`src/rtl/cmp_pkg.sv`:
```
// Shared definitions for the compare arbiter: RV32I branch funct3 op codes,
// FSM state type and default operand width.
package cmp_pkg;

    localparam int CMP_WIDTH_DEFAULT = 32;

    localparam logic [2:0] CMP_EQ  = 3'b000;
    localparam logic [2:0] CMP_NE  = 3'b001;
    localparam logic [2:0] CMP_LT  = 3'b100;
    localparam logic [2:0] CMP_GE  = 3'b101;
    localparam logic [2:0] CMP_LTU = 3'b110;
    localparam logic [2:0] CMP_GEU = 3'b111;

    typedef enum logic [1:0] {
        ST_IDLE = 2'd0,
        ST_EXEC = 2'd1,
        ST_RESP = 2'd2
    } state_e;

endpackage : cmp_pkg

```
`src/rtl/cmp_core.sv`:
```
// Stateless comparator shared by both requesters. It derives EQ, LT and LTU
// from a single (WIDTH+1)-bit subtraction, and it flags ops 010/011 as illegal.
module cmp_core
    import cmp_pkg::*;
#(
    parameter int WIDTH = CMP_WIDTH_DEFAULT
) (
    input  logic [WIDTH-1:0] a_i,
    input  logic [WIDTH-1:0] b_i,
    input  logic [2:0]       op_i,
    output logic             r_o,
    output logic             err_o
);

    logic [WIDTH:0] diff;
    logic           eq;
    logic           lt;
    logic           ltu;
    logic           a_sign;
    logic           b_sign;

    assign diff   = {1'b0, a_i} - {1'b0, b_i};
    assign a_sign = a_i[WIDTH-1];
    assign b_sign = b_i[WIDTH-1];
    assign eq     = (diff[WIDTH-1:0] == '0);
    assign ltu    = diff[WIDTH];
    // With differing signs the negative operand is smaller. With equal signs
    // the subtraction cannot overflow, so its sign bit decides.
    assign lt     = (a_sign & ~b_sign) | (~eq & diff[WIDTH-1] & (~b_sign | a_sign));

    always_comb begin
        // NOTE: give every combinational output a default first so that no path leaves it unassigned (no latch).
        r_o   = 1'b0;
        err_o = 1'b0;
        case (op_i)
            CMP_EQ:  r_o = eq;
            CMP_NE:  r_o = ~eq;
            CMP_LT:  r_o = lt;
            CMP_GE:  r_o = ~lt;
            CMP_LTU: r_o = ltu;
            CMP_GEU: r_o = ~ltu;
            default: err_o = 1'b1;
        endcase
    end

endmodule : cmp_core

```
`src/rtl/compare_arbiter.sv`:
```
// Two-requester arbiter in front of one shared cmp_core. It uses an IDLE/EXEC/RESP FSM.
// When CMP_ARB_RR_EN is defined, simultaneous requests are granted round-robin.
module compare_arbiter
    import cmp_pkg::*;
#(
    parameter int WIDTH = CMP_WIDTH_DEFAULT
) (
    input  logic             clk,
    input  logic             rst_n,
    input  logic [1:0]       req_valid,
    output logic [1:0]       req_ready,
    input  logic [WIDTH-1:0] req_a0,
    input  logic [WIDTH-1:0] req_b0,
    input  logic [WIDTH-1:0] req_a1,
    input  logic [WIDTH-1:0] req_b1,
    input  logic [2:0]       req_op0,
    input  logic [2:0]       req_op1,
    output logic             resp_valid,
    output logic             resp_id,
    output logic             resp_r,
    output logic             resp_err,
    input  logic             resp_ready
);

    state_e           state_q, state_d;
    logic             grant_id;
    logic             accept;
    logic [1:0]       ready_d;
    logic [WIDTH-1:0] a_q, b_q;
    logic [2:0]       op_q;
    logic             id_q;
    logic             resp_id_q, resp_r_q, resp_err_q;
    logic             core_r, core_err;

`ifdef CMP_ARB_RR_EN
    logic ptr_q;

    // The pointer favours one requester on a tie and then flips to the loser.
    assign grant_id = (&req_valid) ? ptr_q : ~req_valid[0];

    always_ff @(posedge clk or negedge rst_n) begin
        if (!rst_n) begin
            // NOTE: state registers update with non-blocking assignments only.
            ptr_q <= 1'b0;
        end else if (accept) begin
            ptr_q <= ~grant_id;
        end
    end
`else
    assign grant_id = ~req_valid[0];
`endif

    always_ff @(posedge clk or negedge rst_n) begin
        if (!rst_n) begin
            state_q <= ST_IDLE;
        end else begin
            state_q <= state_d;
        end
    end

    always_comb begin
        state_d = state_q;
        ready_d = 2'b00;
        accept  = 1'b0;
        case (state_q)
            ST_IDLE: begin
                if (|req_valid) begin
                    accept  = 1'b1;
                    ready_d = grant_id ? 2'b10 : 2'b01;
                    state_d = ST_EXEC;
                end
            end
            ST_EXEC: state_d = ST_RESP;
            ST_RESP: if (resp_ready) state_d = ST_IDLE;
            default: state_d = ST_IDLE;
        endcase
    end

    // Gate the grant with rst_n so that req_ready drops as soon as reset is asserted.
    assign req_ready = ready_d & {2{rst_n}};

    // NOTE: operand capture registers need no reset; they are only read after a capture has loaded them.
    always_ff @(posedge clk) begin
        if (accept) begin
            a_q  <= grant_id ? req_a1 : req_a0;
            b_q  <= grant_id ? req_b1 : req_b0;
            op_q <= grant_id ? req_op1 : req_op0;
            id_q <= grant_id;
        end
    end

    cmp_core #(.WIDTH(WIDTH)) u_cmp_core (
        .a_i   (a_q),
        .b_i   (b_q),
        .op_i  (op_q),
        .r_o   (core_r),
        .err_o (core_err)
    );

    always_ff @(posedge clk or negedge rst_n) begin
        if (!rst_n) begin
            resp_id_q  <= 1'b0;
            resp_r_q   <= 1'b0;
            resp_err_q <= 1'b0;
        end else if (state_q == ST_EXEC) begin
            resp_id_q  <= id_q;
            resp_r_q   <= core_r;
            resp_err_q <= core_err;
        end
    end

    assign resp_valid = (state_q == ST_RESP);
    assign resp_id    = resp_id_q;
    assign resp_r     = resp_r_q;
    assign resp_err   = resp_err_q;

endmodule : compare_arbiter

```
`config.mk`:
```
export PLATFORM = sky130hd
export DESIGN_NAME = compare_arbiter
export DESIGN_NICKNAME = d
export VERILOG_FILES = /design/src/rtl/cmp_pkg.sv /design/src/rtl/cmp_core.sv /design/src/rtl/compare_arbiter.sv
export SDC_FILE = /design/constraint.sdc
export NUM_CORES = 1
export LEC_CHECK = 0
export ABC_AREA = 1
export BUFFER_PORTS_ARGS = -buffer_cell sky130_fd_sc_hd__buf_4
export CAP_MARGIN = 20
export CORE_MARGIN = 4
export CORE_UTILIZATION = 29
export CTS_BUF_LIST = sky130_fd_sc_hd__clkbuf_8 sky130_fd_sc_hd__clkbuf_16
export CTS_CLUSTER_SIZE = 24
export DETAILED_ROUTE_END_ITERATION = 6
export PLACE_DENSITY = 0.53
export REMOVE_ABC_BUFFERS = 1
export SYNTH_ARGS = -nofsm -noshare
export SYNTH_HDL_FRONTEND = slang
export SYNTH_SLANG_ARGS = --single-unit
```
`constraint.sdc`:
```
create_clock -name clk -period 5 [get_ports clk]
set_input_delay 0.25 -clock clk [delete_from_list [all_inputs] [get_ports clk]]
set_output_delay 0.25 -clock clk [all_outputs]
set_load 0.05 [all_outputs]
```
After elaboration in Yosys (flattened, before gate mapping)
Index checks and enable logic that the tools add are counted.
Storage, ports and cells
  register bits after elaboration: 73
  bits in latches: 0
  bits in writable memories: 0
  memory bits (read-only): 0
  bits of input ports: 139
  output and inout port bits: 6
  logic and storage cells: 48
  memories kept: 0
Cells by class
  add/subtract/negate cells: 1
  multipliers: 0
  divide/modulo/power cells: 0
  $lt $le $gt $ge: 0
  eq/ne operators: 9
  shifts and indexed selects: 0
  mux-type cells: 13
  bitwise gates (word level): 11
  reductions and logical operators: 6
Operators with widths (number)
  two-way mux 32 bit: 2
  subtractor 32 x 32 -> 33 bit: 1
  logical NOT 32 bit: 1
  == test 3 bit, second input constant: 4
  two-way mux 2 bit: 5
  one-hot mux 1 bit (6 select lines): 1
  one-hot mux 2 bit (3 select lines): 1
  OR reduction 6 bit: 1
  inverter 1 bit: 5
  AND 1 bit: 3
  == test 3 x 1 -> 1 bit, second input constant: 1
  logical NOT 3 bit: 1
  two-way mux 1 bit: 3
  two-way mux 3 bit: 1
  AND 2 bit: 1
  == test 2 x 1 -> 1 bit, second input constant: 1
  == test 2 bit, second input constant: 1
  logical NOT 2 bit: 1
  != test 2 x 1 -> 1 bit, second input constant: 1
  != test 2 bit, second input constant: 1
  OR 1 bit: 2
  AND reduction 2 bit: 1
  OR reduction 2 bit: 1

Depth between registers and ports, before layout
  depth after elaboration: 8
  depth in mapped cells: 22

By module
A second synthesis with hierarchy kept.
Unflattened totals
  cell total of the unflattened synthesis: 951
  area total of the unflattened synthesis: 6078.3 µm²
Modules (own cells, without submodules)
  compare_arbiter: times used 1, cells an instance 314, area an instance 3123.0 µm², seq. area each 2167.1 µm²
  cmp_core: times used 1, cells an instance 637, area an instance 2955.3 µm², seq. area each 0.0 µm²

Worst setup path after synthesis
No wires, ideal clock.
  path type: input port to flip-flop
  start: input port req_valid[0]
  end: register a_q[0] (enable)
  library setup time: 517 ps
  arrival: 3996 ps
  required time: 4483 ps
  setup slack: 487 ps
  stages: 4
  path buffers: 2
  path through: clkbuf_1 > inv_2 > clkbuf_1 > a21oi_1
On the way
  word-level cells in the longest chain between the ends: 3
RTL lines
  start: declaration: line compare_arbiter.sv:10  | input logic [1:0] req_valid,
  OR reduction 2 bit: line compare_arbiter.sv:67  | if (|req_valid) begin
  two-way mux 1 bit: line compare_arbiter.sv:67
  two-way mux 1 bit: line compare_arbiter.sv:65  | case (state_q)
  via accept: line compare_arbiter.sv:27  | logic accept;
  end signal: assignment: line compare_arbiter.sv:85  | a_q <= grant_id ? req_a1 : req_a0;
  end: declaration: line compare_arbiter.sv:29  | logic [WIDTH-1:0] a_q, b_q;
The timed path passes the listed nets, and every way through them passes these cells.
A chain may end at the register's enable or synchronous reset.

Final worst setup path
  start: register b_q[0]
  end: register resp_r_q (netlist: resp_r)
On the way
  word-level cells in the longest chain between the ends: 8
RTL lines
  start: declaration: line compare_arbiter.sv:29
  start signal: assignment: line compare_arbiter.sv:86  | b_q <= grant_id ? req_b1 : req_b0;
  subtractor 32 x 32 -> 33 bit (*): line cmp_core.sv:22  | assign diff = {1'b0, a_i} - {1'b0, b_i};
  logical NOT 32 bit: line cmp_core.sv:25  | assign eq = (diff[WIDTH-1:0] == '0);
  inverter 1 bit: line cmp_core.sv:29, cmp_core.sv:37
  AND 1 bit (2 in a row): line cmp_core.sv:29  | assign lt = (a_sign & ~b_sign) | (~eq & diff[WIDTH-1] & (~b_sign | a_sign));
  OR 1 bit: line cmp_core.sv:29
  inverter 1 bit: line cmp_core.sv:39  | CMP_GE: r_o = ~lt;
  one-hot mux 1 bit (6 select lines) (*): line cmp_core.sv:35  | case (op_i)
  end signal: assignment: line compare_arbiter.sv:107  | resp_r_q <= core_r;
  end: declaration: line compare_arbiter.sv:32  | logic resp_id_q, resp_r_q, resp_err_q;
Every way passes the cells marked *; elsewhere a longest branch is shown, timed or not.

==> results.cfg <==
[power_and_ir_drop]
clkPwrFrac_pct = 14.9
ir_drop_mv = 0.173
p_seq_share_pct = 25.7
p_leak_nw = 4.42
power.density_mw_per_mm2 = 492
power_frac_comb_pct = 59.3
p_int_mw = 2.02
power.switching_mw = 1.80
p_sw_share_pct = 47.1

[synthesis]
synth.area.top_cells = edfxtp_1 (33%), nand2_1 (29%), inv_1 (11%)
synth-seq-area-share_pct = 35.5
yosysWarnings = 0
synthFlopType = edfxtp_1
synth-edff-count = 68
ys_types = 30
synth_top_area_share_pct = 33.4
async_flop_share_pct = 6.85
synth_cells = 956
postSynthAreaPerCell_um2 = 6.39
yosysTopAreaCell = edfxtp_1
synth-seq-cells = 73
syn-cell-area_mm2 = 0.00611

[detailed_routing]
drt-wirelength-per-cell_um = 11.0
drc = 0
drtIter0Drc = 294
vias_per_cell = 4.18
drt-total-wl_um = 15100
via_count = 5748
drtAntennaViolNets = 0
firstDrtPassIters = 4

[floorplan]
io_pins = 145
start_util_pct = 29.8
core.rowCount = 52
core_area_mm2 = 0.0205
die_w_um = 153
dieArea_mm2 = 0.0234
fp.dieH_um = 153

[clock_tree]
clock_latency_ps = 350
hold_buffers = 1
cts-buffers-inserted = 9
ctsResizeCount = 0
cts.reportedPaths.clkPinSlew_ps = 60
cts_buffer_depth = 2
cts_tree = yes
cts.sinks = 73
cts_setup_buffers = 0
cts.htree.levels = 3
cts-root-buf = clkbuf_16

[placed_design]
dpl.hpwl_um = 12500
io_buffers = 144
gp_congestion = 0.841
dp_cells = 1357
dp_worst_setup_slack_ps = 2170

[critical_path]
crit_arrival_ps = 2850
crit_path_frequent_cell = nand2_1
critical_path.cell_chain = ha_1 -> fa_1 -> inv_1 -> nand3_1 -> nand3_1 -> nand2_1 -> nand2_1 -> nand2_1 -> nand4_1 -> nand2_1 -> nor2_1 -> nand2_1 -> nor2_2 -> nand3_1 -> nand2_1 -> nand3_1 -> nand2_1 -> nand2_1
r2r_setup_slack_ps = 2390
worst-path-buf-inv = 1
cpLargestDelayFamily = simple AND/OR/NAND/NOR gates
slowest_stage = fa_1
required_ps = 5240
critPathMaxStageDelay_ps = 410
crit_path_end_kind = register
crit_path_max_fanout = 3
cp-start-kind = register
critical_path_class = register to register

[timing]
finClkSkew_ps = 5.63
period_needed_ps = 2610
layout_setup_ws_ps = 2390
rsz0062_at_grt = false
tightest_slew_ps = 965
slew_viol_final = 0
fmax_mhz = 383
relSlewSlack_pct = 35.5
tns_ps = 0
setup_viol = 0
timing.final.crit_share_pct = 52.3
hold_viol = 0

[final_layout]
nFillCells = 2310
final_cell_mix = nand2_1 (465), inv_1 (180), buf_4 (145), edfxtp_1 (68), nor2_1 (57)
diodes = 0
area_growth_pct = 27.4
layout-drive-gt1-share_pct = 19.3
final_common_cell = nand2_1
seqCellArea_mm2 = 0.00217
stdcell_count = 1374
nets = 1272
post-route-util_pct = 37.9
multi_input_area_mm2 = 0.00319

[global_routing]
grt_max_degree = 72
first_global_vias = 5531
antenna_found_initial = 0
grt_pass1_wl_um = 25600
grt_overflow = 0
grt_usage_pct = 13.3

[status]
status = finished clean

[worst_hold_path]
hold_path_class = input pin to register

[run]
cap_violations = 0
-- power groups by stage --
| stage | sequential (mW) | combinational (mW) | clock [mW] |
|---|---|---|---|
| finish | 0.984 | 2.27 | 0.570 |
| detailed placement | 0.999 | 2.29 | 0 |
| global route | 1.00 | 2.63 | 0.626 |
| CTS | 0.988 | 2.30 | 0.591 |
| floorplan | 1.05 | 1.64 | 0 |
| global placement | 0.995 | 2.28 | 0 |
-- metrics by stage --
step                power [mW]  area [um^2]  hold WS (ps)
floorplan                 2.69         6050         -45.6
global placement          3.28         7510          59.6
detailed placement        3.29         7510          60.0
CTS                       3.88         7780          78.2
global route              4.26         7780          82.0
finish                    3.82         7780          91.5
-- logic make-up after synthesis --
family / Yosys count / share of synthesized area [%]
AO/OA/AOI/OAI: 24 / 2.15
XOR/XNOR: 4 / 0.574
adder cells (fa/ha/maj): 34 / 7.09
buffers and inverters: 202 / 12.4
flip-flops: 73 / 35.5
AND/OR/NAND/NOR: 619 / 42.3
-- cell type report --
class / instances / share of cell area [%]
clock buffers: 9 / 2.90
clock inverters: 7 / 0.434
inverters: 187 / 9.03
multi-input cells: 681 / 41.1
flip-flops and latches: 73 / 27.9
well taps: 270 / 4.34
repair buffers: 147 / 14.4
-- worst register-to-register path: stages (launching register included) --
cell      delay [ps]
edfxtp_1         360
ha_1             220
fa_1             410
inv_1            130
nand3_1           80
nand3_1          160
nand2_1           80
nand2_1          140
nand2_1           90
nand4_1           80
nand2_1           50
nor2_1           110
nand2_1          100
nor2_2           140
nand3_1          110
nand2_1           70
nand3_1           80
nand2_1           70
nand2_1           40
-- worst paths after layout --
check                                start    endpoint  depth (start not counted)
min in group asynchronous            rst_n    resp_err                          2
worst max-delay path                b_q[0]      resp_r                         18
max in group asynchronous            rst_n  state_q[0]                          2
worst min-delay path            resp_ready  state_q[1]                          2
worst min register to register        id_q     resp_id                          2
worst max register to register      b_q[0]      resp_r                         18
-- layer usage --
metal / up-vias / wire (um) / track usage, %
met1: 2434 / 7370 / 18.2
met2: 117 / 6750 / 21.3
met3: 9 / 866 / 3.51
met5: - / 0 / 0
met4: 0 / 138 / 2.97
li1: 3188 / - / -
-- flip-flops by register name (all words and copies together), names as in the netlist --
register	flops
a_q	32
b_q	32
id_q	1
op_q	3
resp_err	1
resp_id	1
resp_r	1
state_q	2
-- Yosys cell counts (4+ instances only) --
cell,count
nor2_2,10
nand4_1,14
ha_1,33
nand2_1,465
inv_1,177
clkbuf_1,14
dfrtp_1,5
a21oi_1,16
o21ai_0,5
xor2_1,4
nand3_1,34
nand2_2,21
nand3_2,5
inv_2,9
edfxtp_1,68
nor2_1,57
nor3_1,4
No activity file was read; power rests on OpenSTA's default activity.
